--- src/rtl/sf_pkg.sv ---
// Shared types and constants for the sf_stream_gen traffic source:
// pattern mode and FSM state enums, plus the Galois LFSR polynomials.
package sf_pkg;

    typedef enum logic [1:0] {
        SF_MODE_CNT   = 2'd0,
        SF_MODE_LFSR  = 2'd1,
        SF_MODE_CONST = 2'd2
    } sf_mode_e;

    typedef enum logic [2:0] {
        IDLE = 3'd0,
        LOAD = 3'd1,
        SEND = 3'd2,
        GAP  = 3'd3,
        DONE = 3'd4
    } sf_state_e;

    localparam logic [31:0] SF_POLY_8  = 32'h0000_00B8;
    localparam logic [31:0] SF_POLY_16 = 32'h0000_B400;
    localparam logic [31:0] SF_POLY_32 = 32'h8020_0003;

    // Right-shift Galois tap mask for a given word width.
    function automatic logic [31:0] lfsr_poly(input int width);
        case (width)
            8:       return SF_POLY_8;
            16:      return SF_POLY_16;
            default: return SF_POLY_32;
        endcase
    endfunction

endpackage

--- src/rtl/sf_pattern_gen.sv ---
// Pattern register for sf_stream_gen. Captures mode/seed at run start,
// reloads from the captured seed at each new channel frame, and steps the
// counter / LFSR / constant pattern on every accepted word.
module sf_pattern_gen
    import sf_pkg::*;
#(
    parameter int DATA_W = 16
) (
    input  logic              clk,
    input  logic              rst,
    input  logic              capture,
    input  logic              reload,
    input  logic              advance,
    input  logic [1:0]        mode,
    input  logic [DATA_W-1:0] seed,
    output logic [DATA_W-1:0] dat
);

    localparam logic [31:0]       POLY_ALL = lfsr_poly(DATA_W);
    localparam logic [DATA_W-1:0] POLY     = POLY_ALL[DATA_W-1:0];

    logic [1:0]        mode_r;
    logic [DATA_W-1:0] seed_r;
    logic [DATA_W-1:0] pat;

    // An all-zero LFSR state would lock up, so a zero seed starts at 1.
    function automatic logic [DATA_W-1:0] first_word(input logic [1:0] m,
                                                     input logic [DATA_W-1:0] s);
        if (sf_mode_e'(m) == SF_MODE_LFSR && s == '0)
            return DATA_W'(1);
        return s;
    endfunction

    // Capture run settings, reload per channel, or step the pattern.
    always_ff @(posedge clk or posedge rst) begin
        if (rst) begin
            mode_r <= 2'd0;
            seed_r <= '0;
            pat    <= '0;
        end else if (capture) begin
            mode_r <= mode;
            seed_r <= seed;
            pat    <= first_word(mode, seed);
        end else if (reload) begin
            pat <= first_word(mode_r, seed_r);
        end else if (advance) begin
            case (sf_mode_e'(mode_r))
                SF_MODE_LFSR:  pat <= (pat >> 1) ^ (pat[0] ? POLY : '0);
                SF_MODE_CONST: pat <= pat;
                default:       pat <= pat + DATA_W'(1);
            endcase
        end
    end

    assign dat = pat;

endmodule

--- src/rtl/sf_stream_gen.sv ---
// Start-triggered multi-channel frame source. Each run emits FRAME_LEN
// words per channel (channels 0..NUM_CH-1) separated by GAP_CYCLES idle
// cycles, then pulses done.
// Handshake: a word transfers on a clock edge where req & rdy; while
// req is high and rdy is low, dat/ch/last are held unchanged.
// Optional build macro SF_BACKPRESSURE_TIMEOUT_EN: a stall of TO_CYCLES
// consecutive cycles pulses err and abandons the rest of the frame.
module sf_stream_gen
    import sf_pkg::*;
#(
    parameter int DATA_W     = 16,
    parameter int NUM_CH     = 4,
    parameter int FRAME_LEN  = 64,
    parameter int GAP_CYCLES = 8,
    parameter int TO_CYCLES  = 256
) (
    input  logic                                        clk,
    input  logic                                        rst,
    input  logic                                        start,
    input  logic [1:0]                                  mode,
    input  logic [DATA_W-1:0]                           seed,
    output logic                                        req,
    input  logic                                        rdy,
    output logic [DATA_W-1:0]                           dat,
    output logic [((NUM_CH > 1) ? $clog2(NUM_CH) : 1)-1:0] ch,
    output logic                                        last,
    output logic                                        busy,
    output logic                                        done,
    output logic                                        err
);

    localparam int   CH_W   = (NUM_CH > 1) ? $clog2(NUM_CH) : 1;
    localparam int   IDX_W  = (FRAME_LEN > 1) ? $clog2(FRAME_LEN) : 1;
    localparam int   GAP_W  = (GAP_CYCLES > 1) ? $clog2(GAP_CYCLES) : 1;
    localparam logic NO_GAP = (GAP_CYCLES == 0);

    sf_state_e         state, state_next;
    logic              start_q;
    logic              start_edge;
    logic              xfer;
    logic              word_last;
    logic              frame_end;
    logic              last_ch;
    logic              gap_end;
    logic              timeout;
    logic              capture, reload, advance;
    logic [CH_W-1:0]   ch_r;
    logic [IDX_W-1:0]  word_idx;
    logic [GAP_W-1:0]  gap_cnt;

    assign start_edge = start & ~start_q;
    assign xfer       = (state == SEND) & rdy;
    assign word_last  = (word_idx == IDX_W'(FRAME_LEN - 1));
    assign last_ch    = (ch_r == CH_W'(NUM_CH - 1));
    assign gap_end    = (gap_cnt == GAP_W'(GAP_CYCLES - 1));
    assign frame_end  = (xfer & word_last) | timeout;

`ifdef SF_BACKPRESSURE_TIMEOUT_EN
    localparam int TO_W = $clog2(TO_CYCLES + 1);
    logic [TO_W-1:0] stall_cnt;

    assign timeout = (state == SEND) & ~rdy & (stall_cnt == TO_W'(TO_CYCLES - 1));

    // Consecutive stalled cycles within the current frame.
    always_ff @(posedge clk or posedge rst) begin
        if (rst)
            stall_cnt <= '0;
        else if (state == SEND && !rdy && !timeout)
            stall_cnt <= stall_cnt + TO_W'(1);
        else
            stall_cnt <= '0;
    end
`else
    assign timeout = 1'b0;
`endif

    // FSM state register.
    always_ff @(posedge clk or posedge rst) begin
        if (rst)
            state <= IDLE;
        else
            state <= state_next;
    end

    // FSM next-state logic; start edges outside IDLE are dropped.
    always_comb begin
        state_next = state;
        case (state)
            IDLE: if (start_edge) state_next = LOAD;
            LOAD: state_next = SEND;
            SEND: begin
                if (frame_end) begin
                    if (last_ch)
                        state_next = DONE;
                    else if (NO_GAP)
                        state_next = SEND;
                    else
                        state_next = GAP;
                end
            end
            GAP:  if (gap_end) state_next = SEND;
            DONE: state_next = IDLE;
            default: state_next = IDLE;
        endcase
    end

    // FSM outputs and pattern-generator controls.
    always_comb begin
        req     = (state == SEND);
        last    = (state == SEND) & word_last;
        busy    = (state != IDLE);
        done    = (state == DONE);
        err     = timeout;
        capture = (state == LOAD);
        advance = xfer;
        reload  = ((state == GAP) & gap_end) |
                  ((state == SEND) & frame_end & ~last_ch & NO_GAP);
    end

    // Start edge detector, channel / word / gap counters.
    always_ff @(posedge clk or posedge rst) begin
        if (rst) begin
            start_q  <= 1'b0;
            ch_r     <= '0;
            word_idx <= '0;
            gap_cnt  <= '0;
        end else begin
            start_q <= start;
            gap_cnt <= (state == GAP && !gap_end) ? gap_cnt + GAP_W'(1) : '0;
            case (state)
                LOAD: begin
                    ch_r     <= '0;
                    word_idx <= '0;
                end
                SEND: begin
                    if (frame_end) begin
                        word_idx <= '0;
                        if (!last_ch && NO_GAP)
                            ch_r <= ch_r + CH_W'(1);
                    end else if (xfer) begin
                        word_idx <= word_idx + IDX_W'(1);
                    end
                end
                GAP: begin
                    if (gap_end)
                        ch_r <= ch_r + CH_W'(1);
                end
                default: ;
            endcase
        end
    end

    assign ch = ch_r;

    sf_pattern_gen #(.DATA_W(DATA_W)) u_pattern (
        .clk     (clk),
        .rst     (rst),
        .capture (capture),
        .reload  (reload),
        .advance (advance),
        .mode    (mode),
        .seed    (seed),
        .dat     (dat)
    );

endmodule

--- config.mk ---
export PLATFORM = sky130hd
export DESIGN_NAME = sf_stream_gen
export DESIGN_NICKNAME = d
export VERILOG_FILES = /design/src/rtl/sf_pkg.sv /design/src/rtl/sf_pattern_gen.sv /design/src/rtl/sf_stream_gen.sv
export SDC_FILE = /design/constraint.sdc
export NUM_CORES = 1
export LEC_CHECK = 0
export CAP_MARGIN = 20
export CORE_MARGIN = 2
export CORE_UTILIZATION = 58
export DETAILED_ROUTE_END_ITERATION = 10
export PLACE_DENSITY = 0.84
export REMOVE_ABC_BUFFERS = 1
export SLEW_MARGIN = 20
export SYNTH_ARGS = -nofsm -noshare
export SYNTH_HDL_FRONTEND = slang
export SYNTH_SLANG_ARGS = --single-unit
--- constraint.sdc ---
create_clock -name clk -period 3.8 [get_ports clk]
set_input_delay 1.14 -clock clk [delete_from_list [all_inputs] [get_ports clk]]
set_output_delay 1.14 -clock clk [all_outputs]
set_load 0.01 [all_outputs]
==> reports/qor.csv, run 1 <==
metric;value;unit
port bufs;43;
post-synthesis cell type count;55;
Least-Margin Pin Slew;0.894;ns
TritonCTS Buffers;5;
sequential-to-total area share from yosys stat;43.2;%
vias after detailed routing;2775;
multi-input logic area;1490;um2
Critical Path Max Stage Delay;0.56;ns
crit path time final;2.99;ns
CP max stage cell;clkdlybuf4s50_1;
Synth Register Bits;49;
number of global-route vias before repair;2466;
Final setup violation count;0;
Synth Flop Type;dfrtp_1;
area occupied by registers;1230;um2
drt pass-1 iters;6;
vias per cell;6.29;
final setup margin;0.811;ns
instance area at placement;3280;um2
first-pass GRT wire length;12000;um
Avg Inst Size Synth;8.40;um2
1st-iter DRT viols;416;
drt total wl;7530;um
largest net degree at the start of global routing;27;
reg2reg setup slack;1.30;ns
initial antenna violation count;0;
DP HPWL;5330;um
Diodes inserted;0;
Post-Syn Instances;338;
Fin Setup TNS;0;ns
area delta synth->final;19.7;%
Post-Place Worst Slack;0.790;ns
worst skew pair latency;0.30;ns
hold endpoint;gap_cnt[0];
Post-synth EDFFs;0;
CTS tree;done;
slew margin rel.;40.4;%
design area;3400;um2
post-synthesis instance area;2840;um2
Clock Path Buffers;2;
Clock Skew;0.00943;ns
worst hold stages;1;
multiplexer share of the synthesized area;0.396;%
crit-path max FO;12;
status;finished, final reports clean;
post-CTS sizing;0;
Routed Antenna Nets;0;
Worst VDD drop;0.398;mV
HP Class;reg2reg;
TritonCTS Sinks;49;
xor/xnor share of the synthesized area;4.01;%
Die Y;74.0;um
Setup Buffers After CTS;0;
Post-layout nets;400;
largest family of logic cells by synthesized area;simple AND/OR/NAND/NOR gates;
final RePlAce weighted congestion;0.889;
num rows;25;
YS warnings;0;
crit path launch type;flip-flop;
LEAKAGE;0.00146;uW
gr ovfl total;0;
Wirelength per Cell;17.1;um
PD cells;827;nW/um2
final period utilization;78.7;%
Final Hold Vio Count;0;
Async SR Flop Fraction;100;%
Slew Limit Fails;0;
Initial Utilization;60.1;%
critical-path cell list;nor2_1 -> nand2_1 -> inv_1 -> clkdlybuf4s50_1;
layout cells sized above 1;4.55;%
Worst EP required;2.66;ns
hold path startpoint;gap_cnt[0];
htree depth;2;
area of the core;4720;um2
fill count;369;
Reg clk slew, reported paths;0.09;ns
reg-to-reg startpoint;gap_cnt[0];
Final Power;2810;uW
critical path class;reg2out;
die area;5470;um2
RSZ-0062 raised after global routing;false;
gr usage total;28.6;%
DRC viols;0;
max-cap violations;0;
die width;74.0;um
post-synthesis compound-gate area fraction;16.8;%
WP data arrival;1.85;ns
Root Buffer;clkbuf_8;
Adder-Cell Fraction of Synth Area;2.20;%
Post-Synth Simple-Gate Area;28.9;%
hold buffers post-CTS;0;
kind of end point of the critical path;primary output;
r2r worst-path depth;6;
FF-to-FF End;u_pattern.dat[5];
max frequency;335;MHz
Ports;45;
state kept, by name (all words and copies together), names as in the netlist:
register          count
word_idx              6
u_pattern.seed_r     16
gap_cnt               3
state                 3
start_q               1
ch                    2
u_pattern.dat        16
u_pattern.mode_r      2
how the worst max path moves through the flow:
stage | startpoint | endpoint | slack, ns | depth (start not counted)
floorplan | rdy | u_pattern.dat[9] | 1.38 | 4
global placement | rdy | u_pattern.dat[14] | 0.86 | 7
detailed placement | rdy | u_pattern.dat[14] | 0.79 | 7
CTS | state[2] | req | 0.82 | 4
global route | state[2] | req | 0.68 | 4
finish | state[2] | req | 0.81 | 4
placed cells by master, fill, tap and decap left out, drive strengths merged, types with 4 or more instances in the layout:
cell type / count
nand4: 5
nor3: 9
o21ai: 15
nand2: 78
clkdlybuf4s50: 43
nand2b: 5
nand3: 17
a311oi: 4
ha: 5
dfrtp: 49
clkbuf: 7
xor2: 7
xnor2: 6
nor2: 24
buf: 4
nor4: 12
a21oi: 22
inv: 6
a31oi: 6
cells by family (layout without fill, tap and decap cells):
family / after synthesis / in the layout
and+or+nand+nor: 171 / 171
other: 1 / 1
muxes: 1 / 1
DFF: 49 / 49
adders and majority gates: 5 / 5
xor gates and xnor gates: 13 / 13
buffers and inverters: 25 / 61
AOI/OAI and AO/OA: 73 / 73
final cells by class:
cell class / instances / share of cell area (%)
tap: 67 / 2.47
multi-input combinational: 264 / 43.8
inverter: 6 / 0.662
sequential: 49 / 36.1
clock inverter: 1 / 0.883
timing repair buffer: 47 / 13.5
clock buffer: 7 / 2.54
layer usage:
metal	track usage (%)	routed length [um]	vias up	share of wire (%)
li1	-	-	1286	-
met1	41.7	3220	1308	43
met2	42.9	3460	164	46
met3	5.15	711	17	9.4
met4	10.3	139	0	1.8
met5	0	0	-	0
worst max-delay path: cells and delay by family, from the launching register on:
family	cells	cell delay, ns
flip-flops	1	0.51
AND/OR/NAND/NOR	2	0.30
buffers and inverters	2	0.73
power breakdown:
group,switching [uW],internal [uW],leakage (uW)
clock network,177,215,0.0000585
logic,736,613,0.000812
registers,323,748,0.000590
cell usage after synthesis, types with 4 or more instances:
| cell | number | area share, % |
|---|---|---|
| nor2_1 | 24 | 3.2 |
| a311oi_1 | 4 | 1.2 |
| inv_1 | 6 | 0.79 |
| a31oi_1 | 6 | 1.3 |
| nor3_1 | 9 | 1.6 |
| xnor2_1 | 6 | 1.9 |
| nand4_1 | 4 | 0.88 |
| nand2_1 | 78 | 10 |
| a21oi_1 | 22 | 3.9 |
| o21ai_0 | 12 | 2.1 |
| nand3_1 | 17 | 3.0 |
| buf_2 | 8 | 1.4 |
| nor4_1 | 12 | 2.6 |
| dfrtp_1 | 49 | 43 |
| clkbuf_1 | 6 | 0.79 |
| ha_1 | 5 | 2.2 |
| xor2_1 | 7 | 2.2 |
| nand2b_1 | 5 | 1.1 |
per-stage QoR:
stage	util (%)	hold slack [ns]	cells
floorplan	-	0.415	319
global placement	69.5	0.433	433
detailed placement	69.5	0.438	433
CTS	71.9	0.451	441
global route	72.0	0.463	441
finish	72.0	0.447	441
Note: power is estimated with default switching activity, not from simulation.
==> run 2, diff against run 1 <==
Settings changed: CORE_UTILIZATION 58 to 54, PLACE_DENSITY 0.84 to 0.79.
Clock period 3.8 ns to 3 ns, I/O delays scaled along.
==> reports/qor.csv, run 2 (synthesized netlist as in run 1, its figures left out) <==
metric;value;unit;change
initial antenna violation count;0;;unchanged
Slew Limit Fails;0;;unchanged
critical-path cell list;nor2_1 -> nand2_1 -> inv_1 -> clkdlybuf4s50_1;;
DP HPWL;5310;um;-0.48%
Comb power frac;49.8;%;+1.8 points
Routed Antenna Nets;0;;unchanged
post-CTS sizing;0;;unchanged
Fin Setup TNS;0;ns;unchanged
area delta synth->final;20.6;%;
crit-path max FO;11;;-1
htree depth;2;;unchanged
max frequency;360;MHz;
vias after detailed routing;2714;;-2.2%
most common cell after layout, fill and taps aside;nand2_1;;
num rows;26;;+4.0%
1st-iter DRT viols;356;;-14%
CP max stage cell;clkdlybuf4s50_1;;
die area;5860;um2;+7.0%
Die Y;76.5;um;+3.4%
critical path class;reg2out;;
P_int;1910;uW;+21%
crit path launch type;flip-flop;;
largest net degree at the start of global routing;26;;-3.7%
Reg clk slew, reported paths;0.09;ns;about the same
die width;76.5;um;+3.4%
PD cells;1010;nW/um2;+22%
kind of end point of the critical path;primary output;;
layout cells sized above 1;5.79;%;+1.2 points
Post-Place Worst Slack;0.375;ns;-0.414 ns
CTS tree;done;;
Diodes inserted;0;;unchanged
Worst VDD drop;0.456;mV;+15%
RSZ-0062 raised after global routing;false;;
DRC viols;0;;unchanged
Critical Path Max Stage Delay;0.56;ns;about the same
HP Class;reg2reg;;
Setup Buffers After CTS;0;;unchanged
area of the core;5110;um2;+8.1%
gr usage total;26.8;%;-1.7 points
Ports;45;;unchanged
WP data arrival;1.88;ns;+0.03 ns
fill count;432;;+17%
worst skew pair latency;0.31;ns;about the same
slew margin rel.;43.6;%;+3.2 points
crit-path leading delay family;buffers and inverters;;
TritonCTS Buffers;5;;unchanged
clock network fraction of total power;11.3;%;-2.6 points
Final setup violation count;0;;unchanged
max-cap violations;0;;unchanged
Initial Utilization;55.6;%;-4.5 points
number of global-route vias before repair;2501;;+1.4%
Root Buffer;clkbuf_8;;
drt pass-1 iters;6;;unchanged
Seq pwr share;38.9;%;+0.8 points
Final Hold Vio Count;0;;unchanged
TritonCTS Sinks;49;;unchanged
final setup margin;0.219;ns;-0.592 ns
gr ovfl total;0;;unchanged
final period utilization;92.7;%;
most frequent cells in the layout;78 x nand2_1, 49 x dfrtp_1, 43 x clkdlybuf4s50_1;;
Least-Margin Pin Slew;0.846;ns;-0.0480 ns
final RePlAce weighted congestion;0.881;;-0.94%
Net Sw Frac;44.7;%;+0.72 points
port bufs;43;;unchanged
Worst EP required;2.10;ns;-0.56 ns
Clock Path Buffers;2;;unchanged
crit path time final;2.78;ns;
status;finished, final reports clean;;
Clock Skew;0.00606;ns;-0.00338 ns
Wirelength per Cell;16.2;um;-5.2%
Post-layout nets;406;;+1.5%
drt total wl;7280;um;-3.2%
vias per cell;6.03;;-4.2%
Psw;1540;uW;+25%
buffer and inverter count on the worst path;2;;unchanged
first-pass GRT wire length;12400;um;+3.9%
LEAKAGE;0.00148;uW;+1.3%
hold buffers post-CTS;0;;unchanged
-- run 2: cell count changes in the layout (fill, tap and decap cells not counted), sizes merged --
cell,previous run,this run
bufinv,1,0
clkinv,0,2
buf,4,10
clkbuf,7,6
-- run 2: power groups by stage --
stage / Clock (uW) / Combinational, uW / Sequential [uW]
3_3_place_gp: 0 / 1670 / 1340
3_5_place_dp: 0 / 1710 / 1350
5_1_grt: 434 / 1930 / 1400
4_1_cts: 391 / 1720 / 1340
6_report: 390 / 1720 / 1340
2_1_floorplan: 0 / 1080 / 1290
-- run 2: worst reg2reg max path, delay by kind of cell (launching register included) --
kind,cells,cell delay (ns)
compound gates,3,0.78
fa+ha+maj,2,0.51
flops,1,0.37
simple gates,1,0.60
-- run 2: layout make-up --
| class | instances | area [um2] | area share [%] |
|---|---|---|---|
| well taps | 70 | 87.6 | 2.56 |
| multi-input cells | 264 | 1490 | 43.4 |
| clock inverters | 2 | 10.0 | 0.292 |
| flip-flops and latches | 49 | 1230 | 35.8 |
| clock buffers | 6 | 72.6 | 2.12 |
| repair buffers | 53 | 518 | 15.1 |
| inverters | 6 | 22.5 | 0.658 |
-- run 2: metal layers --
layer | GRT usage, % | vias to the layer above | routed length [um]
met5 | 0 | - | 0
met4 | 8.36 | 0 | 107
met3 | 7.82 | 14 | 622
met2 | 40.2 | 114 | 3340
met1 | 37.7 | 1296 | 3220
li1 | - | 1290 | -
-- run 2: path summary, 6_finish.rpt --
| check | start | to | slack, ns | cells after the start |
|---|---|---|---|---|
| worst max register to register | gap_cnt[0] | u_pattern.dat[0] | 0.62 | 6 |
| worst min register to register | gap_cnt[0] | gap_cnt[0] | 0.45 | 1 |
| max in group asynchronous | rst | u_pattern.dat[13] | 1.53 | 3 |
| worst max-delay path | state[0] | req | 0.22 | 4 |
| min in group asynchronous | rst | word_idx[1] | 0.95 | 2 |
| worst min-delay path | gap_cnt[0] | gap_cnt[0] | 0.45 | 1 |
-- run 2: stage by stage --
| stage | instance area (um2) | instances | total power, uW | utilization (%) | hold WS (ns) |
|---|---|---|---|---|---|
| after floorplan | 2740 | 319 | 2370 | - | 0.415 |
| after global placement | 3340 | 442 | 3010 | 65.4 | 0.435 |
| after detailed placement | 3340 | 442 | 3050 | 65.4 | 0.443 |
| after CTS | 3420 | 450 | 3440 | 67.1 | 0.455 |
| after global routing | 3420 | 450 | 3760 | 67.1 | 0.480 |
| final | 3420 | 450 | 3450 | 67.1 | 0.452 |
==> run 3, diff against run 2 <==
Settings changed: CORE_MARGIN 2 to unset.
==> reports/qor.csv, run 3 (synthesized netlist as in run 1, its figures left out) <==
metric;value;unit;change
Post-layout nets;407;;+0.25%
crit path launch type;flip-flop;;
Least-Margin Pin Slew;0.753;ns;-0.0926 ns
worst skew pair latency;0.32;ns;about the same
Final setup violation count;0;;unchanged
WP data arrival;1.87;ns;about the same
Worst VDD drop;0.516;mV;+13%
Reg clk slew, reported paths;0.10;ns;about the same
hold buffers post-CTS;0;;unchanged
status;finished, final reports clean;;
Slew Limit Fails;0;;unchanged
Diodes inserted;0;;unchanged
gr ovfl total;0;;unchanged
slew margin rel.;49.6;%;+6.0 points
gr usage total;28.6;%;+1.7 points
reg2reg setup slack;0.67;ns;+0.05 ns
area delta synth->final;21.1;%;
LEAKAGE;0.00148;uW;+0.22%
TritonCTS Buffers;5;;unchanged
vias after detailed routing;2755;;+1.5%
drt total wl;7490;um;+2.8%
htree depth;2;;unchanged
RSZ-0062 raised after global routing;false;;
die area;5550;um2;-5.2%
Wirelength per Cell;16.6;um;+2.6%
DRC viols;0;;unchanged
port bufs;43;;unchanged
largest net degree at the start of global routing;50;;+92%
HP Class;reg2reg;;
Clock Path Buffers;2;;unchanged
num rows;26;;unchanged
initial antenna violation count;0;;unchanged
number of global-route vias before repair;2437;;-2.6%
layout cells sized above 1;6.30;%;+0.51 points
Clock Skew;0.0110;ns;+0.00497 ns
most common cell after layout, fill and taps aside;nand2_1;;
final period utilization;92.2;%;-0.51 points
Finished Layout Cells;451;;+0.22%
1st-iter DRT viols;316;;-11%
placed cells;443;;+0.23%
area of the core;5070;um2;-0.64%
Root Buffer;clkbuf_8;;
max-cap violations;0;;unchanged
max frequency;362;MHz;+0.55%
drt pass-1 iters;7;;+1
critical path class;reg2out;;
DP HPWL;5280;um;-0.58%
Routed Antenna Nets;0;;unchanged
final RePlAce weighted congestion;0.876;;-0.57%
PD cells;1020;nW/um2;+1.3%
crit-path max FO;12;;+1
TritonCTS Sinks;49;;unchanged
Die Y;74.5;um;-2.6%
Ports;45;;unchanged
first-pass GRT wire length;11800;um;-5.1%
Worst EP required;2.10;ns;about the same
Fin Setup TNS;0;ns;unchanged
die width;74.5;um;-2.6%
vias per cell;6.11;;+1.3%
crit path time final;2.77;ns;-0.0153 ns
Setup Buffers After CTS;0;;unchanged
Final Hold Vio Count;0;;unchanged
Initial Utilization;56.0;%;+0.36 points
fill count;432;;unchanged
kind of end point of the critical path;primary output;;
CTS tree;done;;
most frequent cells in the layout;78 x nand2_1, 49 x dfrtp_1, 43 x clkdlybuf4s50_1;;
post-CTS sizing;0;;unchanged
[run 3: cell types whose count changed in the layout (fill, tap and decap cells not counted), sizes merged]
cell / change
inv: +1
clkinvlp: +1
buf: +1
clkinv: -1
clkbuf: -1
[run 3: layout make-up]
| type | count | area (um2) | area share (%) |
|---|---|---|---|
| Inverter | 6 | 22.5 | 0.655 |
| Multi-Input combinational cell | 264 | 1490 | 43.3 |
| Sequential cell | 49 | 1230 | 35.6 |
| Timing Repair Buffer | 54 | 526 | 15.3 |
| Tap cell | 70 | 87.6 | 2.55 |
| Clock buffer | 5 | 68.8 | 2.00 |
| Clock inverter | 3 | 21.3 | 0.618 |
[run 3: stage by stage]
stage               total power, uW  utilization (%)  worst slack [ns]  hold WS [ns]  cell area [um2]
floorplan                      2370                -             0.816         0.415             2740
global placement               3030             66.0             0.402         0.430             3350
detailed placement             3080             66.0             0.349         0.438             3350
CTS                            3500             67.8             0.234         0.452             3440
global route                   3770             67.8             0.116         0.489             3440
finish                         3520             67.8             0.234         0.450             3440
[run 3: layer usage]
| metal | up-vias | part of all wire, % | GRT usage [%] |
|---|---|---|---|
| met5 | - | 0 | 0 |
| met4 | 0 | 1.9 | 11.3 |
| met3 | 15 | 8.6 | 6.91 |
| met2 | 139 | 45 | 43.7 |
| met1 | 1303 | 44 | 39.2 |
| li1 | 1298 | - | - |
[run 3: path summary, 6_finish.rpt]
path                                  from             endpoint  cells past startpoint
worst max-delay path              state[2]                  req                      4
worst min-delay path            gap_cnt[0]           gap_cnt[0]                      1
worst max register to register  gap_cnt[0]    u_pattern.dat[14]                      7
worst min register to register  gap_cnt[0]           gap_cnt[0]                      1
max in group asynchronous              rst    u_pattern.dat[12]                      3
min in group asynchronous              rst  u_pattern.mode_r[0]                      3
[run 3: worst max-delay path, stage by stage, from the launching register on]
cell and delay (ns):
dfrtp_1 0.52, nor2_1 0.18, nand2_1 0.12, inv_1 0.16, clkdlybuf4s50_1 0.56
[run 3: power breakdown]
part           total [uW]  internal [uW]  switching (uW)
clock network         402            166             237
logic                1790            815             973
registers            1330            948             377
total                3520           1930            1590
